## config.mk

```make
export PLATFORM = sky130hd
export DESIGN_NAME = rd_fifo_packer
export DESIGN_NICKNAME = d
export VERILOG_FILES = /design/src/rtl/rd_fifo_packer.sv
export SDC_FILE = /design/constraint.sdc
export NUM_CORES = 1
export LEC_CHECK = 0
export CORE_MARGIN = 1
export CORE_UTILIZATION = 55
export DETAILED_ROUTE_END_ITERATION = 6
export PLACE_DENSITY = 0.84
export SYNTH_ARGS = -nofsm -noshare
export SYNTH_HDL_FRONTEND = slang
export SYNTH_SLANG_ARGS = --single-unit
```

## constraint.sdc

```tcl
create_clock -name i_clk -period 5.6 [get_ports i_clk]
set_input_delay 1.12 -clock i_clk [delete_from_list [all_inputs] [get_ports i_clk]]
set_output_delay 1.12 -clock i_clk [all_outputs]
set_load 0.05 [all_outputs]
```

## src/rtl/rd_fifo_packer.sv

```systemverilog
// Read-FIFO byte packer: assembles 1..N byte controller beats into {error, data} words,
// with an assembly buffer (A) backed by a holding register (H) that feeds the Read FIFO.
module rd_fifo_packer #(
    parameter int RD_FIFO_DATA_WIDTH = 136,
    parameter int ERROR_CODE_WIDTH   = 8,
    parameter int IN_BYTES           = 1,
    parameter int ERROR_MODE         = 0,
    localparam int JUST_DATA_WIDTH   = RD_FIFO_DATA_WIDTH - ERROR_CODE_WIDTH,
    localparam int NUM_BYTES         = JUST_DATA_WIDTH / 8,
    localparam int NUM_BEATS         = NUM_BYTES / IN_BYTES,
    localparam int CW                = $clog2(NUM_BYTES + 1)
) (
    input  logic                          i_clk,
    input  logic                          i_rst_n,
    output logic [RD_FIFO_DATA_WIDTH-1:0] o_rd_fifo_data,
    output logic                          o_rd_fifo_we,
    input  logic                          i_rd_fifo_full,
    output logic [CW-1:0]                 o_rd_fifo_bytes,
    input  logic [8*IN_BYTES-1:0]         i_ctrl_data,
    input  logic [ERROR_CODE_WIDTH-1:0]   i_ctrl_error_code,
    input  logic                          i_ctrl_we,
    input  logic                          i_ctrl_flush,
    output logic                          o_ctrl_full
);

    localparam int BCW = $clog2(NUM_BEATS + 1);

    typedef enum logic {
        A_FILL   = 1'b0,
        A_SEALED = 1'b1
    } a_state_t;

    a_state_t                    a_state_r;
    a_state_t                    a_state_nxt_s;
    logic [JUST_DATA_WIDTH-1:0]  a_data_r;
    logic [ERROR_CODE_WIDTH-1:0] a_err_r;
    logic [BCW-1:0]              a_beats_r;
    logic [JUST_DATA_WIDTH-1:0]  beat_top_s;
    logic [JUST_DATA_WIDTH-1:0]  a_data_mrg_s;
    logic [ERROR_CODE_WIDTH-1:0] a_err_mrg_s;
    logic [BCW-1:0]              a_beats_mrg_s;
    logic [CW-1:0]               a_bytes_mrg_s;
    logic [JUST_DATA_WIDTH-1:0]  h_data_r;
    logic [ERROR_CODE_WIDTH-1:0] h_err_r;
    logic [CW-1:0]               h_bytes_r;
    logic                        h_valid_r;
    logic                        beat_acc_s;
    logic                        seal_s;
    logic                        h_free_s;
    logic                        load_h_s;
    logic                        fifo_we_s;
    logic                        ctrl_full_s;

    // Beat merged into A: lane 0 lands at the highest free byte, unfilled bytes of A are already zero.
    always_comb begin
        beat_top_s    = {JUST_DATA_WIDTH{1'b0}};
        for (int j = 0; j < IN_BYTES; j++) begin
            beat_top_s[JUST_DATA_WIDTH-1-8*j -: 8] = i_ctrl_data[8*j +: 8];
        end
        beat_acc_s    = i_ctrl_we & (a_state_r == A_FILL);
        if (beat_acc_s) begin
            a_data_mrg_s  = a_data_r | (beat_top_s >> (a_beats_r * (8 * IN_BYTES)));
            a_err_mrg_s   = (ERROR_MODE == 1) ? (a_err_r | i_ctrl_error_code) : i_ctrl_error_code;
            a_beats_mrg_s = a_beats_r + BCW'(1);
        end else begin
            a_data_mrg_s  = a_data_r;
            a_err_mrg_s   = a_err_r;
            a_beats_mrg_s = a_beats_r;
        end
        a_bytes_mrg_s = CW'(a_beats_mrg_s) * CW'(IN_BYTES);
        seal_s        = (a_state_r == A_FILL) &
                        ((beat_acc_s & (a_beats_mrg_s == BCW'(NUM_BEATS))) |
                         (i_ctrl_flush & (a_beats_mrg_s != {BCW{1'b0}})));
        h_free_s      = ~h_valid_r | fifo_we_s;
        load_h_s      = h_free_s & (seal_s | (a_state_r == A_SEALED));
    end

    // Assembly buffer state register.
    always_ff @(posedge i_clk or negedge i_rst_n) begin
        if (!i_rst_n) begin
            a_state_r <= A_FILL;
        end else begin
            a_state_r <= a_state_nxt_s;
        end
    end

    // A waits in SEALED only while the holding register cannot take the finished word.
    always_comb begin
        case (a_state_r)
            A_FILL:   a_state_nxt_s = (seal_s & ~h_free_s) ? A_SEALED : A_FILL;
            A_SEALED: a_state_nxt_s = h_free_s ? A_FILL : A_SEALED;
            default:  a_state_nxt_s = A_FILL;
        endcase
    end

    // Handshake outputs; controller back-pressure depends on state only.
    always_comb begin
        ctrl_full_s = (a_state_r == A_SEALED);
        fifo_we_s   = h_valid_r & ~i_rd_fifo_full;
    end

    // Assembly buffer contents: cleared when handed to H, otherwise accumulate.
    always_ff @(posedge i_clk or negedge i_rst_n) begin
        if (!i_rst_n) begin
            a_data_r  <= {JUST_DATA_WIDTH{1'b0}};
            a_err_r   <= {ERROR_CODE_WIDTH{1'b0}};
            a_beats_r <= {BCW{1'b0}};
        end else if (load_h_s) begin
            a_data_r  <= {JUST_DATA_WIDTH{1'b0}};
            a_err_r   <= {ERROR_CODE_WIDTH{1'b0}};
            a_beats_r <= {BCW{1'b0}};
        end else begin
            a_data_r  <= a_data_mrg_s;
            a_err_r   <= a_err_mrg_s;
            a_beats_r <= a_beats_mrg_s;
        end
    end

    // Holding register: refill takes priority over the drain so a write and reload can share an edge.
    always_ff @(posedge i_clk or negedge i_rst_n) begin
        if (!i_rst_n) begin
            h_data_r  <= {JUST_DATA_WIDTH{1'b0}};
            h_err_r   <= {ERROR_CODE_WIDTH{1'b0}};
            h_bytes_r <= {CW{1'b0}};
            h_valid_r <= 1'b0;
        end else if (load_h_s) begin
            h_data_r  <= a_data_mrg_s;
            h_err_r   <= a_err_mrg_s;
            h_bytes_r <= a_bytes_mrg_s;
            h_valid_r <= 1'b1;
        end else if (fifo_we_s) begin
            h_valid_r <= 1'b0;
        end else begin
            h_valid_r <= h_valid_r;
        end
    end

    assign o_rd_fifo_data  = {h_err_r, h_data_r};
    assign o_rd_fifo_bytes = h_bytes_r;
    assign o_rd_fifo_we    = fifo_we_s;
    assign o_ctrl_full     = ctrl_full_s;

endmodule

```

* Word level (Yosys, flattened, before mapping)
Index checks and enable logic that the tools add are counted.
** Storage, ports and cells
- Flip-flop bits (word level) :: 284
- Logic and storage cells :: 39
** Cells by class
- Add/subtract/negate cells :: 1
- Eq/ne operators :: 1
- Shift-type cells :: 1
- Mux-type cells :: 11
- Bitwise gates (word level) :: 15
- Reduce and logical (&&, ||, !) cells :: 2
** Operator list (count)
- two-way mux 128 bit :: 2
- bitwise OR 128 bit :: 1
- right shift 128 x 8 -> 128 bit :: 1
- two-way mux 8 bit :: 2
- two-way mux 5 bit :: 2
- AND 1 bit :: 7
- adder 5 x 1 -> 5 bit (second input constant) :: 1
- equality test 5 bit (second input constant) :: 1
- nonzero test 5 bit :: 1
- two-way mux 1 bit :: 4
- inverter 1 bit :: 4
- bitwise OR 1 bit :: 3
- one-hot mux 1 bit (2 select lines) :: 1
- nonzero test 2 bit :: 1

* Longest topological paths before layout
- Depth after elaboration :: 10
- Depth in mapped cells :: 10
- Mapped depth without buffers :: 6

* Least setup slack after synthesis
OpenSTA, ideal clock, no wires.
- Kind :: input port to output port
- From :: in i_rd_fifo_full
- To :: out o_rd_fifo_we
- Data arrival time :: 1.809 ns
- Required time :: 4.480 ns
- Path slack :: 2.671 ns
- Stages :: 1
- Path buffers :: 0
- Cells stage by stage :: nor2b_1
** On the way
- Cells in the longest elaborated chain, start to end :: 2
** RTL lines
- start, declared :: RTL line 17 : input logic i_rd_fifo_full,
- inverter 1 bit :: RTL line 99 : fifo_we_s = h_valid_r & ~i_rd_fifo_full;
- AND 1 bit :: RTL line 99
- end, declared :: RTL line 16 : output logic o_rd_fifo_we,
Every way passes these cells.

* Worst setup path after layout
- From :: in i_ctrl_we
- To :: reg h_err_r[1]
** On the way
- Cells in the longest elaborated chain, start to end :: 8
** RTL lines
- start, declared :: RTL line 21 : input logic i_ctrl_we,
- AND 1 bit (*) :: RTL line 60 : beat_acc_s = i_ctrl_we & (a_state_r == A_FILL);
- two-way mux 5 bit :: RTL line 61 : if (beat_acc_s) begin
- equality test 5 bit or nonzero test 5 bit (tied branches) :: RTL line 72, 73
- AND 1 bit (on tied branches) :: RTL line 72, 73
- bitwise OR 1 bit :: RTL line 72 : ((beat_acc_s & (a_beats_mrg_s == BCW'(NUM_BEATS))) |
- AND 1 bit :: RTL line 71 : seal_s = (a_state_r == A_FILL) &
- bitwise OR 1 bit :: RTL line 75 : load_h_s = h_free_s & (seal_s | (a_state_r == A_SEALED));
- AND 1 bit :: RTL line 75
- end signal, assigned :: RTL line 123 : h_err_r <= {ERROR_CODE_WIDTH{1'b0}};
- end signal, assigned :: RTL line 128 : h_err_r <= a_err_mrg_s;
- end, declared :: RTL line 44 : logic [ERROR_CODE_WIDTH-1:0] h_err_r;
Mark *: on every way between the ends. The rest lies on a longest branch, timed or not.
A chain may end at the register's enable or synchronous reset.

==> metrics <==
drt wl/cell 20.32 um; core area 0.01972 mm^2; grt ovf 0; Fmax 256.8 MHz; drt total wl 28,480 um; Unique masters post-synth 37; CTS Sinks 284; final net count 1,140; CTS H-Tree Depth 1; HP Class register to register; DIE WIDTH 144.7 um; fin area 0.01369 mm^2; PostCTS Resize Cnt 0; # Post-CTS Setup Buffers 0; Final Hold Vio Count 0; WS Path Type input port to register; Worst setup SP type input port; Die Area 0.02094 mm^2; Max clock buf depth 3; Max FO, Critical Path 83; post-synthesis register bit count 284; placer congestion estimate 0.9107; initial antenna violation count 0; Hold Path Origin a_data_r[3]; vias in the first global route 8,009; row count 51; Final min period 3894 ps; # Max-Cap Violations 0; Residual DRC 0; CTS Buf Count 26; DP Area 0.01280 mm^2; Layout Skew 18.34 ps; share of cells above drive strength 1 14.69%; HPWL Detailed 16,600 um; first-pass GRT wire length 44,030 um; Worst-path clk slew 70 ps; largest net degree at the start of global routing 119; Syn Area/Cell 11.13 um^2; Worst EP required 5990 ps; Clk Latency, worst-skew pair 540 ps; post-route ant nets 0; sequential area share after synthesis 63.46%; cts hold-fix bufs 0; I/O Buffers 163; drt initial violations 743; actual slew at the worst max-slew pin 1396 ps; die span in y 144.7 um; via count 8,205; synth-to-layout area growth 22.21%; Crit. End Element register; R2R Path Start a_beats_r[0]; # setup viols final 0; Synthesis Warnings 0; status finished clean; gr usage total 27.97%; DR pass1 iterations 5; final period utilization 69.53%; clock root cell clkbuf_16; ant diodes 0; Post-Syn Nets 1,028; Fill cells 1,362; post-synthesis instance total 1,006; relative slew slack 6.738%; io pins 164; Max Slew Vio Count 0; Setup crit start i_ctrl_we; area of the mapped netlist 0.01120 mm^2; vias per cell 5.852; initial core utilization 56.79%; utilization after layout 69.41%; CTS tree yes; RSZ-0062 raised after global routing no; final setup TNS 0 ps; crit path DAT 4280 ps
sequential cells by signal, indices dropped and copies added, names as in the netlist:
name,flops
h_valid_r,1
a_err_r,8
o_ctrl_full,1
h_err_r,8
o_rd_fifo_bytes,5
a_beats_r,5
a_data_r,128
h_data_r,128
stage by stage:
step | cells | worst slack (ps) | hold WS [ps]
final | 1402 | 1706 | 478.0
after global placement | 1355 | 1420 | 459.0
after global routing | 1402 | 1517 | 500.1
after floorplan | 1006 | 2671 | 447.9
after detailed placement | 1355 | 1326 | 468.9
after CTS | 1402 | 1761 | 484.0
synth_stat cells:
| cell type | instances | area [um^2] |
|---|---|---|
| nor2_4 | 18 | 202.7 |
| mux2i_1 | 10 | 100.1 |
| nor3_1 | 5 | 25.02 |
| o311ai_0 | 1 | 8.760 |
| and4bb_2 | 1 | 12.51 |
| and2_1 | 8 | 50.05 |
| nand2_1 | 7 | 26.28 |
| mux2_2 | 1 | 11.26 |
| or4_1 | 1 | 7.510 |
| dfrtp_1 | 284 | 7107 |
| nor2_1 | 132 | 495.5 |
| a31oi_1 | 1 | 6.260 |
| buf_1 | 21 | 78.83 |
| nand4_1 | 1 | 6.260 |
| buf_4 | 1 | 7.510 |
| nor2_2 | 2 | 12.51 |
| nor2b_1 | 10 | 62.56 |
| buf_2 | 7 | 35.03 |
| a21oi_2 | 80 | 700.7 |
| buf_8 | 2 | 30.03 |
| nor3b_1 | 1 | 7.510 |
| or3_1 | 1 | 6.260 |
| or3b_2 | 1 | 8.760 |
| ha_1 | 1 | 12.51 |
| xor2_1 | 2 | 17.52 |
| xnor2_1 | 4 | 35.03 |
| clkbuf_1 | 41 | 153.9 |
| and4_1 | 1 | 8.760 |
| nand3b_1 | 3 | 22.52 |
| buf_6 | 22 | 247.7 |
| a21boi_0 | 1 | 7.510 |
| o211ai_1 | 1 | 7.510 |
| nand3_1 | 2 | 10.01 |
| nand2b_1 | 1 | 6.260 |
| o21ai_0 | 1 | 5.000 |
| a21oi_1 | 329 | 1647 |
| and2_4 | 1 | 8.760 |
worst max-delay path: stages:
cell and delay (ps):
clkdlybuf4s50_1 530, and4bb_2 300, a21oi_1 210, or4_4 770, and2_4 700, buf_4 470, a21oi_1 150
cell usage in the layout, fill, tap and decap left out, types with 6 or more instances in the layout:
cell type	instances
buf_4	11
dfrtp_1	284
nor2_1	132
nor2_4	18
clkdlybuf4s50_1	162
clkinv_2	6
a21oi_1	329
clkbuf_8	7
a21oi_2	80
nand2_1	7
clkbuf_16	27
and2_1	8
nor2b_1	10
mux2i_1	10
layout make-up:
type,count,area [um^2],share of cell area (%)
multi-input cells,628,3563,26.04
clock buffers,38,787.0,5.751
repair buffers,178,1799,13.15
flip-flops and latches,284,7107,51.93
clock inverters,9,97.59,0.7131
well taps,265,331.6,2.423
routing by layer:
metal / global-route usage (%) / wire length [um] / up-vias / share of wire (%)
met1: 39.37 / 12040 / 4096 / 42
met3: 4.640 / 2024 / 63 / 7.1
met4: 10.14 / 858 / 0 / 3.0
li1: - / - / 3667 / -
met2: 44.15 / 13570 / 379 / 48
met5: 0 / 0 / - / 0
final timing paths:
kind	to	slack (ps)	cells after the start
hold reg to reg	a_data_r[3]	480	2
max in group asynchronous	a_err_r[7]	3710	2
min in group asynchronous	a_data_r[118]	650	1
setup / recovery	h_err_r[1]	1710	7
setup reg to reg	h_err_r[1]	1750	7
hold / removal	a_data_r[3]	480	2
logic make-up after synthesis:
group	count (synthesis)	synth area share, %
xor gates and xnor gates	6	0.4693
adders and majority gates	1	0.1117
buffers and inverters	94	4.939
and+or+nand+nor	196	8.749
DFF	284	63.46
AOI/OAI and AO/OA	414	21.27
muxes	11	0.9944
Power is left out: the tool's default activity adds up to more than one toggle a clock period on the data nets, which glitch-free logic cannot reach.
